File: src/rtl/cnn_seq_pkg.sv
// cnn_seq_pkg: shared state encoding, defaults and sizing helper for the layer sequencer.
package cnn_seq_pkg;
   localparam int DEF_NUM_STAGES     = 8;
   localparam int DEF_TIMEOUT_CYCLES = 65536;
   localparam logic [2:0] ST_IDLE   = 3'd0;
   localparam logic [2:0] ST_LAUNCH = 3'd1;
   localparam logic [2:0] ST_WAIT   = 3'd2;
   localparam logic [2:0] ST_FINISH = 3'd3;
   localparam logic [2:0] ST_ERR    = 3'd4;
   typedef enum logic [2:0] {
      S_IDLE   = ST_IDLE,
      S_LAUNCH = ST_LAUNCH,
      S_WAIT   = ST_WAIT,
      S_FINISH = ST_FINISH,
      S_ERR    = ST_ERR
   } seq_state_e;
   function automatic int idx_width(input int n);
      return n > 1 ? $clog2(n) : 1;
   endfunction
endpackage

File: src/rtl/seq_next_stage.sv
// seq_next_stage: lowest available stage index at or above base, with a none flag.
import cnn_seq_pkg::*;
module seq_next_stage #(
   parameter  int N  = DEF_NUM_STAGES,
   localparam int SW = idx_width(N)
) (
   input  logic [N-1:0]  avail,
   input  logic [SW:0]   base,
   output logic [SW-1:0] idx,
   output logic          none
);
   always_comb begin
      idx  = '0;
      none = 1'b1;
      for (int i = N - 1; i >= 0; i--)
         if (avail[i] && i >= int'(base)) begin
            idx  = SW'(i);
            none = 1'b0;
         end
   end
endmodule

File: src/rtl/layer_sequencer.sv
// layer_sequencer: launches non-skipped CNN stages in order and waits for each done.
// Define LAYER_SEQ_WATCHDOG_EN to enable the per-stage busy watchdog (error/err_stage).
import cnn_seq_pkg::*;
module layer_sequencer #(
   parameter  int NUM_STAGES     = DEF_NUM_STAGES,
   parameter  int TIMEOUT_CYCLES = DEF_TIMEOUT_CYCLES,
   localparam int SW             = idx_width(NUM_STAGES)
) (
   input  logic                  clk,
   input  logic                  rst_n,
   input  logic                  run_start,
   input  logic                  abort,
   input  logic [NUM_STAGES-1:0] skip_mask,
   input  logic [NUM_STAGES-1:0] stage_done,
   output logic [NUM_STAGES-1:0] stage_start,
   output logic [SW-1:0]         cur_stage,
   output logic                  busy,
   output logic                  run_done,
   output logic                  error,
   output logic [SW-1:0]         err_stage
);
   logic [2:0]            state, state_d;
   logic [NUM_STAGES-1:0] mask_q;
   logic [SW-1:0]         nx_idx;
   logic                  nx_none, idle, accept, done_hit, tmo;
   assign idle     = state == ST_IDLE;
   assign accept   = idle && run_start && !abort;
   assign done_hit = stage_done[cur_stage];
   // In IDLE search the incoming mask from 0; otherwise the latched mask above cur_stage.
   seq_next_stage #(.N(NUM_STAGES)) u_next (
      .avail (idle ? ~skip_mask : ~mask_q),
      .base  (idle ? '0 : (SW+1)'(cur_stage) + (SW+1)'(1)),
      .idx   (nx_idx),
      .none  (nx_none)
   );
   always_comb begin
      state_d = state;
      case (state)
         ST_IDLE:   state_d = accept ? (nx_none ? ST_FINISH : ST_LAUNCH) : ST_IDLE;
         ST_LAUNCH: state_d = abort ? ST_IDLE : ST_WAIT;
         ST_WAIT:   state_d = abort ? ST_IDLE : done_hit ? (nx_none ? ST_FINISH : ST_LAUNCH) : tmo ? ST_ERR : ST_WAIT;
         default:   state_d = ST_IDLE;
      endcase
   end
   always_ff @(posedge clk or negedge rst_n)
      if (!rst_n) begin
         state       <= ST_IDLE;
         busy        <= 1'b0;
         run_done    <= 1'b0;
         stage_start <= '0;
         cur_stage   <= '0;
         mask_q      <= '0;
      end else begin
         state       <= state_d;
         busy        <= state_d != ST_IDLE;
         run_done    <= state_d == ST_FINISH;
         stage_start <= state_d == ST_LAUNCH ? NUM_STAGES'(1) << nx_idx : '0;
         if (state_d == ST_LAUNCH) cur_stage <= nx_idx;
         if (accept) mask_q <= skip_mask;
      end
`ifdef LAYER_SEQ_WATCHDOG_EN
   localparam int CW = $clog2(TIMEOUT_CYCLES + 1);
   logic [CW-1:0] cnt;
   assign tmo = cnt == CW'(TIMEOUT_CYCLES - 1);
   always_ff @(posedge clk or negedge rst_n)
      if (!rst_n) begin
         cnt       <= '0;
         error     <= 1'b0;
         err_stage <= '0;
      end else begin
         if (state == ST_LAUNCH) cnt <= '0;
         else if (state == ST_WAIT) cnt <= cnt + CW'(1);
         if (accept) error <= 1'b0;
         else if (state_d == ST_ERR) begin
            error     <= 1'b1;
            err_stage <= cur_stage;
         end
      end
`else
   assign tmo       = 1'b0;
   assign error     = 1'b0;
   assign err_stage = '0;
`endif
endmodule

File: config.mk
export PLATFORM = sky130hd
export DESIGN_NAME = layer_sequencer
export DESIGN_NICKNAME = d
export VERILOG_FILES = /design/src/rtl/cnn_seq_pkg.sv /design/src/rtl/seq_next_stage.sv /design/src/rtl/layer_sequencer.sv
export SDC_FILE = /design/constraint.sdc
export NUM_CORES = 1
export LEC_CHECK = 0
export CAP_MARGIN = 15
export CORE_UTILIZATION = 30
export DETAILED_ROUTE_END_ITERATION = 10
export MAX_ROUTING_LAYER = met4
export SLEW_MARGIN = 20
export SYNTH_ARGS = -nofsm -noshare
export SYNTH_HDL_FRONTEND = slang
export SYNTH_HIERARCHICAL = 1
export SYNTH_SLANG_ARGS = --single-unit
File: constraint.sdc
create_clock -name clk -period 8.4 [get_ports clk]
set_input_delay 1.26 -clock clk [delete_from_list [all_inputs] [get_ports clk]]
set_output_delay 1.26 -clock clk [all_outputs]
set_load 0.005 [all_outputs]
==> results.toml <==
[outcome]
run_status = "finished, final reports clean"

[yosys]
synth_cell_types = 41
synthArstFlopShare_pct = 100
yosys_most_used_dff = "dfrtp_1"
yosysWarnings = 6
ys_seq_area_share_pct = 39.7
synth_edf_count = 0
avgSynthCellArea_sq_um = 9.72
synth_cells = 149
synth_area_leaders = "dfrtp_1 (40%), mux2i_1 (8.3%), nand2_1 (7.8%), nor2_1 (3.4%), buf_4 (3.1%)"
synth.cell_area_sq_um = 1450
yosysTopAreaCell = "dfrtp_1"
synth.ff_latch_count = 23
yosys.area.top_type_share_pct = 39.7

[power]
p_int_uw = 285
swShare_pct = 39.9
ir_drop_mv = 0.0945
pwr-share-clk_pct = 15.2
power_switching_uw = 189
power_frac_seq_pct = 34.4
p_comb_share_pct = 50.4
p_per_area_nw_per_um2 = 258
power.leakage_nw = 0.855

[layout]
fin_nets = 203
fin_cells = 233
drive_gt1_share_pct = 11.6
fin_area_sq_um = 1840
area.growth.synth_to_final_pct = 27.0
fin_util_pct = 40.9
num-fill-cells = 456
diodes = 0

[die]
die_h_um = 71.5
die_w_um = 71.5
io_pins = 37
start_util_pct = 32.2
core_area_sq_um = 4500
core.rowCount = 24
fp.dieArea_sq_um = 5110

[cts]
cts_buffers = 3
cts-resized-gates = 0
post_cts_buffers = 0
cts_root_buf = "clkbuf_8"
cts_buffer_depth = 2
clk_pin_slew_ns = 0.09
cts_hold_buf = 0
clk_latency_ns = 0.27
cts_max_level = 1
tritoncts = "yes"
numClockSinks = 23

[placed_design]
dpl_cell_area_sq_um = 1800
dp_hpwl_um = 2330
port_buffers = 32
placed_cells = 229
place.gp.congestion = 0.903

[critical_path]
reg2reg_to = "cur_stage[1]"
slowest_delay_ns = 0.42
end_kind = "register"
crit_chain = "clkdlybuf4s50_1 > mux2i_1 > and2b_1 > o21ai_0 > a2bb2oi_1 > nor2b_1 > a211oi_1 > a211oi_2 > a22oi_2 > mux2_2"
reg2reg_depth = 10
worstPathArrival_ns = 3.66
crit_type = "input pin to register"
critical_path.max_fanout = 4
worstPathRequired_ns = 8.57
start_kind = "input pin"
rrSetupSlack_ns = 5.01
worstReg2RegStart = "cur_stage[0]"
cpMaxStageDelayCell = "clkdlybuf4s50_1"

[sta]
rsz0062_at_grt = "no"
whs_ns = 0.478
finClkSkew_ns = 0.00879
period_share_pct = 41.6
finalCriticalPeriod_ns = 3.49
fmax_ghz = 0.286
slew_headroom_pct = 53.5
hold_violations = 0
setup_viol = 0
worstMarginPinSlew_ns = 0.697
slew_viol_final = 0
setup_tns_ns = 0

[global_route]
grt_first_pass_wirelength_um = 5090
grt_start_max_net_pins = 24
grt_pass1_vias = 1095
grt_util_all_layers_pct = 13.3
antenna_found_initial = 0
grt-ovfl-total = 0

[worst_hold_path]
hold_path_depth = 2
hold_path_class = "register to register"
min-delay-start = "mask_q[0]"
whs_endpoint = "mask_q[0]"

[run]
maxCapViolCount = 0

[detailed_routing]
drc_errors = 0
routedWlPerCell_um = 13.1
firstDrtPassIters = 4
ant_nets = 0
first_iter_violations = 37
via_per_inst = 4.98
routed_wl_um = 3050
num_vias = 1160
## power by group through the flow
stage | clock network [mW] | logic (mW) | registers [mW]
2_1_floorplan | 0 | 0.180 | 0.158
3_3_place_gp | 0 | 0.231 | 0.165
3_5_place_dp | 0 | 0.239 | 0.166
4_1_cts | 0.0738 | 0.240 | 0.164
5_1_grt | 0.0784 | 0.263 | 0.168
6_report | 0.0719 | 0.239 | 0.163
## worst max-delay path, delay by kind of cell
kind	cells	cell delay, ns
multiplexers	2	0.62
AO/OA/AOI/OAI	5	0.97
AND/OR/NAND/NOR	2	0.38
buffers and inverters	1	0.42
## sequential cells by signal, indices dropped and copies added, names as in the netlist
register and cells:
run_done 1, busy 1, stage_start 8, mask_q 8
state 2, cur_stage 3
## synthesized netlist by cell type, types with 3 or more instances
cell	instances
a211oi_1	3
a21oi_1	5
and3_1	3
and3b_1	4
buf_4	6
dfrtp_1	23
inv_1	7
mux2i_1	12
nand2_1	30
nor2_1	13
nor2b_1	4
o21ai_0	3
## final cells by class
type	instances	area, sq um	share of cell area, %
timing repair buffer	34	330	17.9
inverter	7	26.3	1.43
multi-input combinational	113	795	43.2
clock inverter	1	7.51	0.408
sequential	23	576	31.3
tap	52	65.1	3.54
clock buffer	3	41.3	2.24
## worst max path at each step
stage / startpoint / end / slack [ns]
4_1_cts: skip_mask[5] / cur_stage[1] / 4.91
3_3_place_gp: skip_mask[5] / cur_stage[0] / 4.74
5_1_grt: skip_mask[5] / cur_stage[1] / 4.66
3_5_place_dp: skip_mask[5] / cur_stage[1] / 4.65
6_report: skip_mask[5] / cur_stage[1] / 4.91
2_1_floorplan: skip_mask[5] / cur_stage[0] / 5.30
## metal layers
metal / vias up / global-route usage [%] / wire length [um]
met1: 543 / 16.0 / 1390
met5: - / - / 0
met3: 9 / 2.67 / 139
met4: 0 / 6.32 / 79
li1: 572 / - / -
met2: 36 / 21.4 / 1440
## placed cells by master (no fill, tap or decap), drive strengths merged, types with 3 or more instances in the layout
cell / count
and3: 3
nor2: 13
mux2i: 12
conb: 4
clkbuf: 3
nor2b: 4
o21ai: 3
nand2b: 3
inv: 7
buf: 3
a211oi: 4
clkdlybuf4s50: 31
nand2: 30
dfrtp: 23
a21oi: 5
and3b: 4
## metrics by stage
| step | setup slack (ns) | total power, mW |
|---|---|---|
| finish | 4.91 | 0.474 |
| global route | 4.66 | 0.510 |
| CTS | 4.91 | 0.477 |
| detailed placement | 4.65 | 0.405 |
| global placement | 4.74 | 0.396 |
| floorplan | 5.30 | 0.338 |
## cell families (layout without fill, tap and decap cells)
logic type      after synthesis  after routing  synth area share [%]
simple gates                 68             68                  26.0
compound gates               25             25                  16.5
other cells                   1              4                 0.259
buf+inv                      16             45                  6.22
mux                          14             14                  9.84
xor+xnor                      1              1                 0.605
fa+ha+maj                     1              1                 0.863
flops                        23             23                  39.7
Power figures use the tool's default switching activity.
